## config.mk

```make
export PLATFORM = sky130hd
export DESIGN_NAME = keypad_fsm
export DESIGN_NICKNAME = d
export VERILOG_FILES = /design/src/rtl/keypad_fsm.sv
export SDC_FILE = /design/constraint.sdc
export NUM_CORES = 1
export LEC_CHECK = 0
export BUFFER_PORTS_ARGS = -buffer_cell sky130_fd_sc_hd__buf_4
export CAP_MARGIN = 20
export CORE_ASPECT_RATIO = 0.6
export CORE_MARGIN = 1.5
export CORE_UTILIZATION = 35
export DETAILED_ROUTE_END_ITERATION = 7
export PLACE_DENSITY = 0.54
export SYNTH_ARGS = -nofsm -noshare
export SYNTH_HDL_FRONTEND = slang
export SYNTH_SLANG_ARGS = --single-unit
```

## constraint.sdc

```tcl
create_clock -name clk -period 3.7 [get_ports clk]
set_input_delay 0.37 -clock clk [delete_from_list [all_inputs] [get_ports clk]]
set_output_delay 0.37 -clock clk [all_outputs]
set_load 0.005 [all_outputs]
```

## src/rtl/keypad_fsm.sv

```systemverilog
// Multi-tap keypad letter entry: decodes row/column key presses into ASCII letters and submits guesses.
// Latency: one clock from strobe to every output; no backpressure, every strobe is consumed in its own cycle.
module keypad_fsm #(
    parameter logic [31:0] TIMEOUT = 32'd10_000_000
) (
    input  logic       clk,
    input  logic       rst,
    input  logic       strobe,
    input  logic [7:0] cur_key,
    output logic [7:0] letter,
    output logic       letter_valid,
    output logic [7:0] guess,
    output logic       guess_valid
);

    typedef enum logic [1:0] {
        IDLE    = 2'd0,
        TAPPING = 2'd1,
        LOCKED  = 2'd2
    } state_t;

    typedef enum logic [1:0] {
        K_NONE   = 2'd0,
        K_LETTER = 2'd1,
        K_SUBMIT = 2'd2,
        K_CLEAR  = 2'd3
    } kind_t;

    localparam logic [31:0] TMO_LAST = TIMEOUT - 32'd1;

    state_t      state_q,      state_d;
    logic [3:0]  key_q,        key_d;
    logic [1:0]  idx_q,        idx_d;
    logic [31:0] timer_q,      timer_d;
    logic [7:0]  letter_q,     letter_d;
    logic        letter_vld_q, letter_vld_d;
    logic [7:0]  guess_q,      guess_d;
    logic        guess_vld_q,  guess_vld_d;

    logic [1:0]  row_idx;
    logic        row_ok;
    logic [1:0]  col_idx;
    logic        col_ok;
    kind_t       kind;
    logic [3:0]  digit;

    // First letter of each digit's group; the tap index is added on top.
    function automatic logic [7:0] letter_of(input logic [3:0] d, input logic [1:0] i);
        logic [7:0] base;
        case (d)
            4'd2:    base = 8'h41;
            4'd3:    base = 8'h44;
            4'd4:    base = 8'h47;
            4'd5:    base = 8'h4A;
            4'd6:    base = 8'h4D;
            4'd7:    base = 8'h50;
            4'd8:    base = 8'h54;
            4'd9:    base = 8'h57;
            default: base = 8'h00;
        endcase
        return base + {6'd0, i};
    endfunction

    function automatic logic [1:0] last_idx(input logic [3:0] d);
        return ((d == 4'd7) || (d == 4'd9)) ? 2'd3 : 2'd2;
    endfunction

    // Row is one-hot active-high, column one-hot active-low.
    always_comb begin
        row_idx = 2'd0;
        row_ok  = 1'b1;
        case (cur_key[7:4])
            4'b1000: row_idx = 2'd0;
            4'b0100: row_idx = 2'd1;
            4'b0010: row_idx = 2'd2;
            4'b0001: row_idx = 2'd3;
            default: row_ok  = 1'b0;
        endcase

        col_idx = 2'd0;
        col_ok  = 1'b1;
        case (cur_key[3:0])
            4'b0111: col_idx = 2'd0;
            4'b1011: col_idx = 2'd1;
            4'b1101: col_idx = 2'd2;
            4'b1110: col_idx = 2'd3;
            default: col_ok  = 1'b0;
        endcase
    end

    always_comb begin
        kind  = K_NONE;
        digit = 4'd0;
        if (strobe && row_ok && col_ok) begin
            case ({row_idx, col_idx})
                4'h1: begin kind = K_LETTER; digit = 4'd2; end
                4'h2: begin kind = K_LETTER; digit = 4'd3; end
                4'h3: kind = K_SUBMIT;
                4'h4: begin kind = K_LETTER; digit = 4'd4; end
                4'h5: begin kind = K_LETTER; digit = 4'd5; end
                4'h6: begin kind = K_LETTER; digit = 4'd6; end
                4'h7: kind = K_CLEAR;
                4'h8: begin kind = K_LETTER; digit = 4'd7; end
                4'h9: begin kind = K_LETTER; digit = 4'd8; end
                4'hA: begin kind = K_LETTER; digit = 4'd9; end
                default: kind = K_NONE;
            endcase
        end
    end

    // A decoded strobe always wins over the timeout landing in the same cycle.
    always_comb begin
        state_d      = state_q;
        key_d        = key_q;
        idx_d        = idx_q;
        timer_d      = timer_q;
        letter_d     = letter_q;
        letter_vld_d = letter_vld_q;
        guess_d      = guess_q;
        guess_vld_d  = 1'b0;

        case (kind)
            K_CLEAR: begin
                state_d      = IDLE;
                idx_d        = 2'd0;
                timer_d      = 32'd0;
                letter_d     = 8'h00;
                letter_vld_d = 1'b0;
            end
            K_SUBMIT: begin
                if (state_q != IDLE) begin
                    state_d      = IDLE;
                    idx_d        = 2'd0;
                    timer_d      = 32'd0;
                    guess_d      = letter_q;
                    guess_vld_d  = 1'b1;
                    letter_d     = 8'h00;
                    letter_vld_d = 1'b0;
                end
            end
            K_LETTER: begin
                state_d      = TAPPING;
                key_d        = digit;
                timer_d      = 32'd0;
                letter_vld_d = 1'b1;
                if ((state_q == TAPPING) && (digit == key_q)) begin
                    idx_d = (idx_q == last_idx(digit)) ? 2'd0 : idx_q + 2'd1;
                end else begin
                    idx_d = 2'd0;
                end
                letter_d = letter_of(digit, idx_d);
            end
            default: begin
                if (state_q == TAPPING) begin
                    if (timer_q >= TMO_LAST) begin
                        state_d = LOCKED;
                        timer_d = TIMEOUT;
                    end else begin
                        timer_d = timer_q + 32'd1;
                    end
                end
            end
        endcase
    end

    always_ff @(posedge clk) begin
        if (rst) begin
            state_q      <= IDLE;
            key_q        <= 4'd0;
            idx_q        <= 2'd0;
            timer_q      <= 32'd0;
            letter_q     <= 8'h00;
            letter_vld_q <= 1'b0;
            guess_q      <= 8'h00;
            guess_vld_q  <= 1'b0;
        end else begin
            state_q      <= state_d;
            key_q        <= key_d;
            idx_q        <= idx_d;
            timer_q      <= timer_d;
            letter_q     <= letter_d;
            letter_vld_q <= letter_vld_d;
            guess_q      <= guess_d;
            guess_vld_q  <= guess_vld_d;
        end
    end

    assign letter       = letter_q;
    assign letter_valid = letter_vld_q;
    assign guess        = guess_q;
    assign guess_valid  = guess_vld_q;

endmodule

```

==> impl_metrics.tcl, run 1 <==
set metrics [dict create \
    register_area_sq_mm 0.00112 \
    drt_iter0_markers 197 \
    ys_top_cells_by_area "dfxtp_1 36%, nor2_1 7.8%, nand2_1 4.1%" \
    vdd.ir_drop.worst_uv 175 \
    power.switching_w 0.000270 \
    syn_area_per_cell_sq_um 8.09 \
    wl_met1_mm 4.18 \
    synth.distinct_cells 58 \
    start_util_pct 36.4 \
    arrival_ns 3.58 \
    max_freq_ghz 0.293 \
    p_sw_share_pct 22.9 \
    crit_required_ns 3.87 \
    cts_made_buffers 5 \
    vias 2879 \
    postRouteAntennaNets 0 \
    wl_mm 7.80 \
    drt_pass1_iterations 5 \
    cts_max_path_buffers 2 \
    area_growth_syn_to_layout_pct 20.0 \
    drv_slew 0 \
    clk_pin_slew_ns 0.07 \
    yosys.area.top_type_share_pct 36.0 \
    nNetsFinal 447 \
    crit_fanout 5 \
    antenna_found_initial 0 \
    synth_ff_type "dfxtp_1" \
    end_kind "register" \
    startpoint_type "input pin" \
    wl_met2_mm 2.99 \
    drv_cap 0 \
    synthArstFlopShare_pct 0 \
    final_util_pct 43.7 \
    antenna_cells 0 \
    setup_viol 0 \
    fin_cells 542 \
    yosysSeqAreaShare_pct 36.0 \
    io_buffers 26 \
    hold_viol 0 \
    worst_pin_slew_ns 0.504 \
    routabilityCongestion 0.889 \
    hp-class "input pin to register" \
    status "finished clean" \
    grt_pass1_vias 2640 \
    fill_cells 874 \
    pre_cts_slack_ns -0.0769 \
    clock_latency_ns 0.30 \
    row_count 26 \
    synth_edf_count 0 \
    synth_commonest_cells "65 x nor2_1, 56 x dfxtp_1, 34 x nand2_1" \
    cts_hold_buf 0 \
    netlist_area_sq_mm 0.00311 \
    slew-limit-headroom_pct 65.9 \
    intPower_w 0.000907 \
    io_pins 29 \
    die_w_um 125 \
    cts_tree "yes" \
    post-route-period-util_pct 92.2 \
    grtUsageTotal_pct 17.0 \
    power_density_mw_per_mm2 315 \
    clock_sinks 56 \
    wl_met3_um 551 \
    synth_most_common_cell "nor2_1" \
    placed_cells 533 \
    cts_root_buf "clkbuf_16" \
    netlist_instances 385 \
    grt_setup_unrepaired "no" \
    finalWorstSetupSlack_ns 0.288 \
    grt_pass1_wl_mm 13.1 \
    dp_hpwl_mm 5.86 \
    crit_type "input pin to register" \
    dieHeight_um 76.1 \
    ctsHtreeMaxLevel 2 \
    routed.top_layer "met4" \
    grt_overflow 0 \
    clkPwrFrac_pct 41.5 \
    combPwrFrac_pct 7.2 \
    yosys.area.top_type "dfxtp_1" \
    wl_per_cell_um 14.4 \
    vias_per_cell 5.31 \
    core-area_sq_mm 0.00856 \
    seqPwrFrac_pct 51.3 \
    synth_seq_cells 56 \
    drive_gt1_share_pct 17.9 \
    drc_errors 0 \
    clock_skew_ns 0.00530 \
    fin_crit_ns 3.41 \
    finalPower_w 0.00118 \
    ys_warn_count 0 \
    grt_max_degree 35 \
    multi_input_area_sq_mm 0.00186 \
    dieArea_sq_mm 0.00949 \
    leakage_nw 1.46 \
]
per-stage QoR:
| stage | instance area [sq um] | TNS [ns] | hold slack, ns |
|---|---|---|---|
| floorplan | 3120 | 0 | 0.441 |
| global placement | 3570 | 0 | 0.458 |
| detailed placement | 3570 | -0.128 | 0.467 |
| CTS | 3720 | 0 | 0.464 |
| global route | 3740 | 0 | 0.474 |
| finish | 3740 | 0 | 0.463 |
critical path, cell delays in order:
cell,delay [ns]
buf_4,0.12
buf_4,0.15
nor4b_1,0.49
o21a_1,0.21
o21a_1,0.17
nor2_2,0.07
inv_1,0.06
ha_1,0.14
nand3_1,0.09
o221ai_1,0.21
nand3_1,0.13
a21o_1,0.18
nor2_1,0.09
ha_1,0.17
inv_1,0.07
fa_1,0.47
nor2_1,0.15
xor2_1,0.15
a21oi_1,0.08
state kept, by name, summed over array words and instances (netlist names):
register,cells
state_q,2
timer_q,32
guess_valid,1
letter,7
guess,7
key_q,4
letter_valid,1
idx_q,2
area by class of cell:
type                            count  area share [%]
Timing Repair Buffer               57            11.4
Clock inverter                      2           0.402
Multi-Input combinational cell    299            49.7
Inverter                           10            1.00
Clock buffer                        6            3.72
Tap cell                          112            3.75
Sequential cell                    56            30.0
power groups by stage:
stage	combinational [W]	clock, W	sequential (W)
floorplan	0.0000480	0	0.000618
global placement	0.0000817	0	0.000618
detailed placement	0.0000818	0	0.000618
CTS	0.0000821	0.000502	0.000604
global route	0.0000920	0.000529	0.000604
finish	0.0000842	0.000488	0.000604
layout by cell type (no fill, tap or decap), types with 3 or more instances in the layout:
master     count
nor2_1        63
buf_4         57
dfxtp_1       56
nand2_1       34
a21oi_1       24
o21ai_0       13
xnor2_1       12
nand3_1       11
xor2_1        11
inv_1         10
a22oi_1       10
a21o_1         8
nand4_1        7
mux2i_1        7
nand2b_1       6
nor3_1         6
and3_1         6
ha_1           6
and4_1         5
a211oi_1       5
nor4_1         5
a31oi_1        5
clkbuf_16      5
or3_1          4
o211ai_1       3
or4_1          3
o31ai_1        3
and2_1         3
per-layer routing:
metal	global-route usage, %	up-vias
met5	0	-
met4	4.14	0
met3	4.63	7
met2	23.6	84
met1	25.5	1325
li1	-	1463
final timing paths:
path                                               from                       to  slack [ns]  cells past startpoint
worst max-delay path                         cur_key[4]   letter[4]$_SDFFE_PP0P_        0.29                     19
worst min-delay path                                rst  state_q[0]$_SDFFE_PP0P_        0.46                      2
worst max register to register    key_q[1]$_SDFFE_PP0P_   letter[4]$_SDFFE_PP0P_        1.19                     11
worst min register to register  state_q[1]$_SDFFE_PP0P_  state_q[1]$_SDFFE_PP0P_        0.47                      2
cell families after synthesis:
| kind of cell | share of synthesized area (%) |
|---|---|
| simple gates | 26.4 |
| compound gates | 21.0 |
| flops | 36.0 |
| buf+inv | 4.78 |
| xor+xnor | 6.47 |
| fa+ha+maj | 3.05 |
| mux | 2.25 |
| other cells | 0.120 |
what timing repair did:
item | 4_1_cts | 5_1_grt
endpoints found under the setup margin | 0 | 2
buffers inserted | 0 | 1
resized for setup | 0 | 3
endpoints found under the hold margin | 0 | 0
No activity file was read; power rests on OpenSTA's default activity.
==> run 2: changes to the inputs <==
--- a/config.mk
+++ b/config.mk
@@ -10,8 +10,9 @@
 export CORE_ASPECT_RATIO = 0.6
 export CORE_MARGIN = 1.5
 export CORE_UTILIZATION = 35
+export CTS_BUF_LIST = sky130_fd_sc_hd__clkbuf_8
 export DETAILED_ROUTE_END_ITERATION = 7
-export PLACE_DENSITY = 0.54
+export PLACE_DENSITY = 0.52
 export SYNTH_ARGS = -nofsm -noshare
 export SYNTH_HDL_FRONTEND = slang
 export SYNTH_SLANG_ARGS = --single-unit
==> constraint.sdc (replaced) <==
create_clock -name clk -period 3.67 [get_ports clk]
set_input_delay 0.367 -clock clk [delete_from_list [all_inputs] [get_ports clk]]
set_output_delay 0.367 -clock clk [all_outputs]
set_load 0.005 [all_outputs]
==> run 2 against run 1 <==
- sequential share of layout area up 0.26 points
- clock power decreased by 26%
- clock-buffer cell count down 1
- die area unchanged
- flip-flop and latch count stayed put
- final cell count rose by 0.55%
- sequential power rose by 0.8%
- highest routed layer unchanged
==> impl_metrics.tcl, run 2 (synthesis results as in run 1) <==
set metrics [dict create \
    drt_pass1_iterations 5 \
    dieHeight_um 76.1 \
    cts_made_buffers 5 \
    antenna_cells 0 \
    vias_per_cell 5.26 \
    final_cell_mix "63 x nor2_1, 60 x buf_4, 56 x dfxtp_1, 34 x nand2_1, 24 x a21oi_1" \
    drt_iter0_markers 181 \
    startpoint_type "input pin" \
    postRouteAntennaNets 0 \
    ctsHtreeMaxLevel 2 \
    grt_overflow 0 \
    largest_reg_flops 32 \
    multi_input_area_sq_mm 0.00186 \
    row_count 26 \
    max_freq_ghz 0.293 \
    post-route-period-util_pct 93.1 \
    power_density_mw_per_mm2 286 \
    clock_sinks 56 \
    crit_required_ns 3.87 \
    slew-limit-headroom_pct 67.3 \
    final_area_sq_mm 0.00370 \
    cts_max_path_buffers 2 \
    vias 2868 \
    core-area_sq_mm 0.00856 \
    clock_skew_ns 0.0137 \
    cts_tree "yes" \
    grtUsageTotal_pct 16.8 \
    dieArea_sq_mm 0.00949 \
    drv_cap 0 \
    fill_cells 893 \
    clock_latency_ns 0.32 \
    status "finished clean" \
    grt_max_degree 35 \
    placed_cell_area_sq_mm 0.00360 \
    hold_viol 0 \
    finalPower_w 0.00106 \
    vdd.ir_drop.worst_uv 143 \
    critical-path-top-delay-family "simple AND/OR/NAND/NOR gates" \
    wl_per_cell_um 14.1 \
    largest_register "timer_q" \
    grt_pass1_vias 2590 \
    io_buffers 26 \
    cp_slowest_cell "or4b_1" \
    grt-busiest-layer "met1" \
    leakage_nw 1.45 \
    critical_path_buf_inv_count 4 \
    crit_fanout 7 \
    fin_crit_ns 3.42 \
    grt_pass1_wl_mm 13.2 \
    final_common_cell "nor2_1" \
    gr-usage-met1_pct 27.1 \
    cts_root_buf "clkbuf_8" \
    routabilityCongestion 0.892 \
    antenna_found_initial 0 \
    die_w_um 125 \
    io_pins 29 \
    hp-class "input pin to register" \
    start_util_pct 36.4 \
    grt_use_met2_pct 22.5 \
    end_kind "register" \
    worst_pin_slew_ns 0.486 \
    dp_hpwl_mm 5.86 \
    drv_slew 0 \
    cts_hold_buf 0 \
    arrival_ns 3.62 \
    grt_setup_unrepaired "no" \
    drive_gt1_share_pct 18.5 \
    wl_mm 7.66 \
    cp_slowest_stage_delay_ns 0.50 \
    drc_errors 0 \
    register_area_sq_mm 0.00112 \
    crit_type "input pin to register" \
    area_growth_syn_to_layout_pct 19.0 \
    gr-usage-met3_pct 3.58 \
    clk_pin_slew_ns 0.12 \
    path_cells "buf_4, buf_4, or4b_1, o311ai_2, o211ai_2, buf_4, or4_1, o31a_1, a21o_1, nor2_1, ha_1, inv_1, fa_1, nor2_1, xor2_1, a21oi_1" \
    nNetsFinal 450 \
    cpMostUsedCell "buf_4" \
    setup_viol 0 \
]
run 2: cell count changes in the layout (fill, tap and decap cells not counted), moves of 2 or more:
cell       before  now
buf_4          57   60
clkbuf_16       5    0
clkbuf_8        1    5
inv_6           0    2
run 2: cell type report:
type                    instances  share of cell area, %
clock buffers                   5                   1.86
clock inverters                 3                  0.675
inverters                      10                   1.01
multi-input cells             299                   50.3
flip-flops and latches         56                   30.3
well taps                     112                   3.78
repair buffers                 60                   12.2
run 2: metal layers:
metal | share of wire (%) | vias to the layer above
met3 | 6.1 | 4
met4 | 0.57 | 0
met1 | 56 | 1319
li1 | - | 1469
met5 | 0 | -
met2 | 37 | 76
run 2: path summary, 6_finish.rpt:
kind                           startpoint                       end  slack (ns)  depth (start not counted)
hold reg to reg   timer_q[1]$_SDFFE_PP0P_   timer_q[1]$_SDFFE_PP0P_        0.47                          2
setup reg to reg  timer_q[6]$_SDFFE_PP0P_  timer_q[31]$_SDFFE_PP0P_        1.17                          8
setup / recovery               cur_key[4]    letter[4]$_SDFFE_PP0P_        0.25                         16
hold / removal                        rst     guess[1]$_SDFFE_PP0P_        0.44                          2
run 2: report_power, final:
group | internal [W] | total, W | switching [W]
registers | 0.000608 | 0.000609 | 0.000000751
logic | 0.0000358 | 0.0000875 | 0.0000517
clock network | 0.000140 | 0.000361 | 0.000222
total | 0.000784 | 0.00106 | 0.000274
run 2: timing repair:
item / 4_1_cts / 5_1_grt
buffers inserted: 0 / 0
hold endpoints to repair: 0 / 0
resized for setup: 0 / 4
endpoints found under the setup margin: 0 / 4
run 2: stage by stage:
| stage | TNS, ns | util, % | cells | hold WS, ns | setup slack (ns) |
|---|---|---|---|---|---|
| floorplan | 0 | - | 386 | 0.441 | 0.0679 |
| global placement | -0.119 | 42.0 | 537 | 0.456 | -0.0736 |
| detailed placement | -0.568 | 42.0 | 537 | 0.463 | -0.198 |
| CTS | 0 | 43.1 | 545 | 0.431 | 0.139 |
| global route | 0 | 43.3 | 545 | 0.449 | 0.00951 |
| finish | 0 | 43.3 | 545 | 0.443 | 0.253 |
